### config.mk
export PLATFORM = sky130hd
export DESIGN_NAME = jtcontra_mainio
export DESIGN_NICKNAME = d
export VERILOG_FILES = /design/src/rtl/jtcontra_mainio.sv
export SDC_FILE = /design/constraint.sdc
export NUM_CORES = 1
export LEC_CHECK = 0
export BUFFER_PORTS_ARGS = -buffer_cell sky130_fd_sc_hd__buf_2
export CORE_UTILIZATION = 45
export CTS_BUF_LIST = sky130_fd_sc_hd__clkbuf_8
export DETAILED_ROUTE_END_ITERATION = 12
export SYNTH_ARGS = -nofsm -noshare
export SYNTH_HDL_FRONTEND = slang
export SYNTH_SLANG_ARGS = --single-unit
### constraint.sdc
create_clock -name clk -period 3.1 [get_ports clk]
set_input_delay 0.31 -clock clk [delete_from_list [all_inputs] [get_ports clk]]
set_output_delay 0.31 -clock clk [all_outputs]
set_load 0.005 [all_outputs]
### src/rtl/jtcontra_mainio.sv
// Main-CPU I/O block for Contra-family cores: sound-command FIFO with IRQ/ack
// handshake, watchdog, coin counters, ROM bank register and status readback.
module jtcontra_mainio #(
    parameter int BANKW     = 4,
    parameter int SND_DEPTH = 4,
    parameter int WDOG_W    = 16,
    parameter int WDOG_EN   = 1
) (
    input  logic             clk,
    input  logic             rst,
    input  logic             cpu_cen,
    input  logic             io_cs,
    input  logic [2:0]       addr,
    input  logic             rnw,
    input  logic [7:0]       din,
    output logic [7:0]       dout,
    output logic [BANKW-1:0] bank,
    output logic [1:0]       coin_cnt,
    output logic [7:0]       snd_latch,
    output logic             snd_irq,
    input  logic             snd_ack,
    input  logic             gfx_irqn,
    input  logic             irq_ack,
    output logic             irq_n,
    output logic             wdog_rst
);
    localparam int PW = $clog2(SND_DEPTH);
    localparam int CW = PW + 1;

    typedef enum logic [1:0] {IDLE, REQ, GAP} snd_state_t;

    snd_state_t     state, state_nx;
    logic           we, rd_stat, push, do_push, pop, full, empty;
    logic [7:0]     mem [SND_DEPTH];
    logic [PW-1:0]  wr_ptr, rd_ptr;
    logic [CW-1:0]  count;
    logic [3:0]     cnt4;
    logic           ovf;
    logic [7:0]     last_pop;
    logic           gfx_last, pending;

    assign we      = cpu_cen & io_cs & ~rnw;
    assign rd_stat = cpu_cen & io_cs & rnw & (addr == 3'd7);
    assign push    = we & (addr == 3'd2);
    assign full    = count == CW'(SND_DEPTH);
    assign empty   = count == '0;
    assign do_push = push & ~full;
    assign pop     = (state == REQ) & snd_ack;
    assign cnt4    = 4'(count);

    always_ff @(posedge clk) begin
        if (do_push) mem[wr_ptr] <= din;
    end

    always_ff @(posedge clk) begin
        if (rst) begin
            wr_ptr   <= '0;
            rd_ptr   <= '0;
            count    <= '0;
            ovf      <= 1'b0;
            last_pop <= '0;
        end else begin
            if (do_push) wr_ptr <= wr_ptr + 1'b1;
            if (pop) begin
                rd_ptr   <= rd_ptr + 1'b1;
                last_pop <= mem[rd_ptr];
            end
            case ({do_push, pop})
                2'b10:   count <= count + 1'b1;
                2'b01:   count <= count - 1'b1;
                default: count <= count;
            endcase
            if (push & full) ovf <= 1'b1;
            else if (rd_stat) ovf <= 1'b0;
        end
    end

    assign snd_latch = empty ? last_pop : mem[rd_ptr];

    always_ff @(posedge clk) begin
        if (rst) state <= IDLE;
        else     state <= state_nx;
    end

    // GAP heads straight back to REQ when more data waits, so back-to-back
    // commands see exactly one low clk on snd_irq.
    always_comb begin
        state_nx = state;
        case (state)
            IDLE:    if (!empty) state_nx = REQ;
            REQ:     if (snd_ack) state_nx = GAP;
            GAP:     state_nx = empty ? IDLE : REQ;
            default: state_nx = IDLE;
        endcase
    end

    assign snd_irq = (state == REQ);

    always_ff @(posedge clk) begin
        if (rst) begin
            bank     <= '0;
            coin_cnt <= '0;
        end else if (we) begin
            if (addr == 3'd0) coin_cnt <= din[1:0];
            if (addr == 3'd4) bank     <= din[BANKW-1:0];
        end
    end

    always_comb begin
        dout = '1;
        if (io_cs & rnw) begin
            case (addr)
                3'd4:    dout = 8'(bank);
                3'd7:    dout = {full, empty, ovf, 1'b0, cnt4};
                default: dout = '1;
            endcase
        end
    end

    always_ff @(posedge clk) begin
        if (rst) begin
            gfx_last <= 1'b1;
            pending  <= 1'b0;
        end else begin
            gfx_last <= gfx_irqn;
            if (gfx_last & ~gfx_irqn) pending <= 1'b1;
            else if (irq_ack)         pending <= 1'b0;
        end
    end

    assign irq_n = ~pending;

    generate
        if (WDOG_EN != 0) begin : g_wdog
            logic [WDOG_W-1:0] wcnt;
            logic              kick;
            assign kick = we & (addr == 3'd3);
            // The pulse marks the increment that lands on all-ones; the next tick wraps.
            always_ff @(posedge clk) begin
                if (rst) begin
                    wcnt     <= '0;
                    wdog_rst <= 1'b0;
                end else begin
                    wdog_rst <= cpu_cen & ~kick & (wcnt == ~(WDOG_W'(1)));
                    if (kick)         wcnt <= '0;
                    else if (cpu_cen) wcnt <= wcnt + 1'b1;
                end
            end
        end else begin : g_nowdog
            assign wdog_rst = 1'b0;
        end
    endgenerate
endmodule

==> summary.md <==
The maximum number of pins on one net before global-route repair came out at 29. Setup violations remaining at the end of the flow were counted as 0. The internal power consumption is 1.55 mW. The setup path with the least slack is of type register to register.

The later pin in the worst-skew pair is clocked with a latency of 360 ps. The initial DRC count is 94. The share of synthesized flip-flops with an asynchronous set or reset is 0%, and the minimum clock period is 2380 ps.

The count of port buffers added during placement was 43. Counting every sink on the clock net gives 77. Summing internal, switching and leakage power gives 1.99 mW. The net count reported at finish was 361; the global placer's final weighted congestion was 0.745. The data required time of the critical path is 3380 ps.

Global routing finished with a remaining overflow of 0. For the count of antenna diodes in the layout, the log shows 0. The hold slack was 156 ps. The run finished with clean final reports. The tools report the number of failing hold endpoints at the final stage as 0.

In this run the power density over the cells is 526 mW/mm2. The run gives 0.00691 mm2 as the core outline area. Number of buffers inserted by hold repair at cts: 0. Headroom to the max-slew limit came out at 47.6%. The number of flip-flops and latches in the synthesized netlist works out to 77.

The most common flop cell mapped by yosys is sky130_fd_sc_hd__dfxtp_1. The number of nets handed over by synthesis was 317. The cell area that synthesis handed to floorplanning was 0.00326 mm2. The total of cells resized after clock tree synthesis was 0; the total die area was 0.00760 mm2. The average instance in the mapped netlist occupies 11.3 um2. Cells fill 54.9% of the core in the end.

The synthesized-area fraction occupied by xor and xnor cells works out to 4.02%. VDD sags by at most 221 uV. Dividing the detail-routed wire length by the instance count gives 13.4 um.

The clock arrives with 14.9 ps of skew. The sum of routed wire length over all layers is 5830 um, and the total number of vias is 2195. The mux share of post-synthesis cell area is 9.81%, and the count of unresolved DRC violations after routing is 0. Main combinational cell family by area after synthesis: simple AND/OR/NAND/NOR gates. In this run the post-CTS setup repair buffer count came out at 0. The die height came out at 87.2 um. The path class of the tightest hold or removal check is input pin to register. The cell at the root of the clock tree is sky130_fd_sc_hd__clkbuf_8.

For the pin with the worst max-slew slack, the measured transition is 782 ps. In this run, synthesis inferred 32 flip-flops with an integrated enable. The tools report the setup TNS after final layout as 0 ps. The initial antenna violation count was 0.

Compound-cell area share of the yosys netlist: 6.13%. Net switching is 22.1% of the power. In this run the register-to-register setup slack is 720 ps.

Relative to the synthesized area, the layout overhead comes to 16.1%. The worst path uses 76.8% of the clock period. Summed over all nets, the switching power comes to 0.441 mW. The H-tree was split into 3 levels. For this design the static power due to leakage is 1.39 nW.

The logs give 0 for the number of synthesis warnings and 2660 ps for the data arrival time of the critical path. The initialized floorplan defines 30 standard-cell rows. The sum of net half-perimeters after detailed placement is 4050 um, and the power share of the sequential group is 53.6%.

Setup repair after global routing left no endpoint under its margin. Once detail routing completed, the nets flagged for antenna violations numbered 0. STA classifies the critical path startpoint as a register.

The part of the power in the clock network was 42.7%; the aggregate global-route resource usage was 16.8%. Critical path endpoint category: a register. Sequential elements use 57.0% of the synthesized area. Summing the areas of all fa, ha and maj instances in the mapped netlist gives 3.30% of the synthesized area. For this configuration, the core starts out at a cell density of 47.3%. The die is 87.2 um wide. For this run, the detailed router's first-pass iteration total came to 6.

TritonCTS built the clock tree. Clock tree synthesis inserted a total of 9 buffers. After technology mapping, the gate count stands at 290.

Fraction of layout cells with a size suffix above 1: 24.8%. The first global-routing pass estimated 9450 um of wire. The share of total power dissipated in combinational logic is 3.7%. Timing would allow up to 0.420 GHz. The synthesized netlist devotes 16.3% of its cell area to simple gates.

For the final max-slew violation count, the log shows 0. The number of global-route vias before repair is 1969, and the number of placed I/O pins is 44. After clock tree synthesis, the clock-pin slew on the worst setup and hold paths is 80 ps. Across the run, the number of max-cap violations was 0.

The maximum fanout along the worst path is 7, and the mean number of vias per cell is 5.05. The post-synthesis cell type count is 40. Counting along the longest clock path gives a buffer depth of 2.
cell usage after synthesis, types with 3 or more instances:
| cell | instances | share of area [%] |
|---|---|---|
| sky130_fd_sc_hd__nand2_1 | 32 | 3.7 |
| sky130_fd_sc_hd__nand3_1 | 8 | 1.2 |
| sky130_fd_sc_hd__xnor2_1 | 8 | 2.1 |
| sky130_fd_sc_hd__dfxtp_1 | 45 | 28 |
| sky130_fd_sc_hd__nor2_1 | 28 | 3.2 |
| sky130_fd_sc_hd__mux4_2 | 8 | 5.5 |
| sky130_fd_sc_hd__clkbuf_1 | 7 | 0.81 |
| sky130_fd_sc_hd__and2_1 | 5 | 0.96 |
| sky130_fd_sc_hd__o21ai_0 | 10 | 1.5 |
| sky130_fd_sc_hd__ha_1 | 7 | 2.7 |
| sky130_fd_sc_hd__a22oi_1 | 3 | 0.69 |
| sky130_fd_sc_hd__nand4_1 | 7 | 1.3 |
| sky130_fd_sc_hd__nor4_1 | 3 | 0.57 |
| sky130_fd_sc_hd__nor3_1 | 3 | 0.46 |
| sky130_fd_sc_hd__a21oi_1 | 19 | 2.9 |
| sky130_fd_sc_hd__mux2_2 | 8 | 2.8 |
| sky130_fd_sc_hd__mux2i_1 | 5 | 1.5 |
| sky130_fd_sc_hd__edfxtp_1 | 32 | 29 |
| sky130_fd_sc_hd__or3_1 | 5 | 0.96 |
| sky130_fd_sc_hd__inv_1 | 16 | 1.8 |
| sky130_fd_sc_hd__nor2b_1 | 3 | 0.57 |
| sky130_fd_sc_hd__xor2_1 | 7 | 1.9 |
metal layers:
metal / up-vias / share of wire [%] / global-route usage [%] / routed length, um
met2: 46 / 46 / 24.3 / 2710
met4: 0 / 2.3 / 8.05 / 133
met1: 1034 / 47 / 23.4 / 2760
met5: - / 0 / 0 / 0
met3: 10 / 3.9 / 4.45 / 227
li1: 1105 / - / - / -
area by class of cell:
type                       count  area (um2)
multi-input combinational    185        1290
inverter                      16        60.1
tap                           96         120
clock buffer                   9         124
fill                         625        3120
timing repair buffer          45         230
clock inverter                 7         103
sequential                    77        1860
worst max-delay path, cell delays in order (launching register included):
cell                       delay, ps
sky130_fd_sc_hd__dfxtp_1         400
sky130_fd_sc_hd__nor3b_1         360
sky130_fd_sc_hd__nor4bb_1        100
sky130_fd_sc_hd__buf_4           180
sky130_fd_sc_hd__inv_1            60
sky130_fd_sc_hd__ha_1            170
sky130_fd_sc_hd__inv_1            60
sky130_fd_sc_hd__fa_1            380
sky130_fd_sc_hd__xor2_1          160
sky130_fd_sc_hd__or3_1           310
sky130_fd_sc_hd__a21oi_1         140
final timing paths:
kind | start | endpoint | depth (start not counted)
hold / removal | gfx_irqn | gfx_last | 2
setup reg to reg | count[2] | count[2] | 10
setup / recovery | count[2] | count[2] | 10
hold reg to reg | last_pop[1] | last_pop[1] | 2
logic make-up (layout without fill, tap and decap cells):
| family | count (synthesis) | in the layout |
|---|---|---|
| AO/OA/AOI/OAI | 36 | 36 |
| flip-flops | 77 | 77 |
| buffers and inverters | 28 | 77 |
| adder cells (fa/ha/maj) | 8 | 8 |
| XOR/XNOR | 15 | 15 |
| AND/OR/NAND/NOR | 105 | 105 |
| multiplexers | 21 | 21 |
power groups by stage:
stage          clock, mW  sequential (mW)  combinational [mW]
2_1_floorplan          0             1.09              0.0435
3_3_place_gp           0             1.09              0.0738
3_5_place_dp           0             1.09              0.0744
4_1_cts            0.870             1.07              0.0751
5_1_grt            0.909             1.07              0.0836
6_report           0.852             1.07              0.0742
cells in the final DEF (no fill, tap or decap), types with 7 or more instances in the layout:
cell                        n
sky130_fd_sc_hd__ha_1       7
sky130_fd_sc_hd__nor2_1    28
sky130_fd_sc_hd__nand3_1    8
sky130_fd_sc_hd__a21oi_1   19
sky130_fd_sc_hd__buf_2     43
sky130_fd_sc_hd__inv_1     16
sky130_fd_sc_hd__nand2_1   32
sky130_fd_sc_hd__mux2_2     8
sky130_fd_sc_hd__xor2_1     7
sky130_fd_sc_hd__edfxtp_1  32
sky130_fd_sc_hd__nand4_1    7
sky130_fd_sc_hd__o21ai_0   10
sky130_fd_sc_hd__mux4_2     8
sky130_fd_sc_hd__xnor2_1    8
sky130_fd_sc_hd__clkbuf_8   9
sky130_fd_sc_hd__dfxtp_1   45
metrics by stage:
step,std cells,area [um2],worst slack (ps)
finish,435,3790,720
global route,435,3790,511
CTS,435,3790,681
detailed placement,419,3560,659
global placement,419,3560,718
floorplan,290,3260,761
flip-flops by register name, indices dropped and copies added, names as in the netlist, named ones only:
signal       cells
count            3
pending          1
mem             32
state            2
ovf              1
wdog_rst         1
gfx_last         1
last_pop         8
rd_ptr           2
coin_cnt         2
bank             4
wr_ptr           2
g_wdog.wcnt     16
Note: power is estimated with default switching activity, not from simulation.
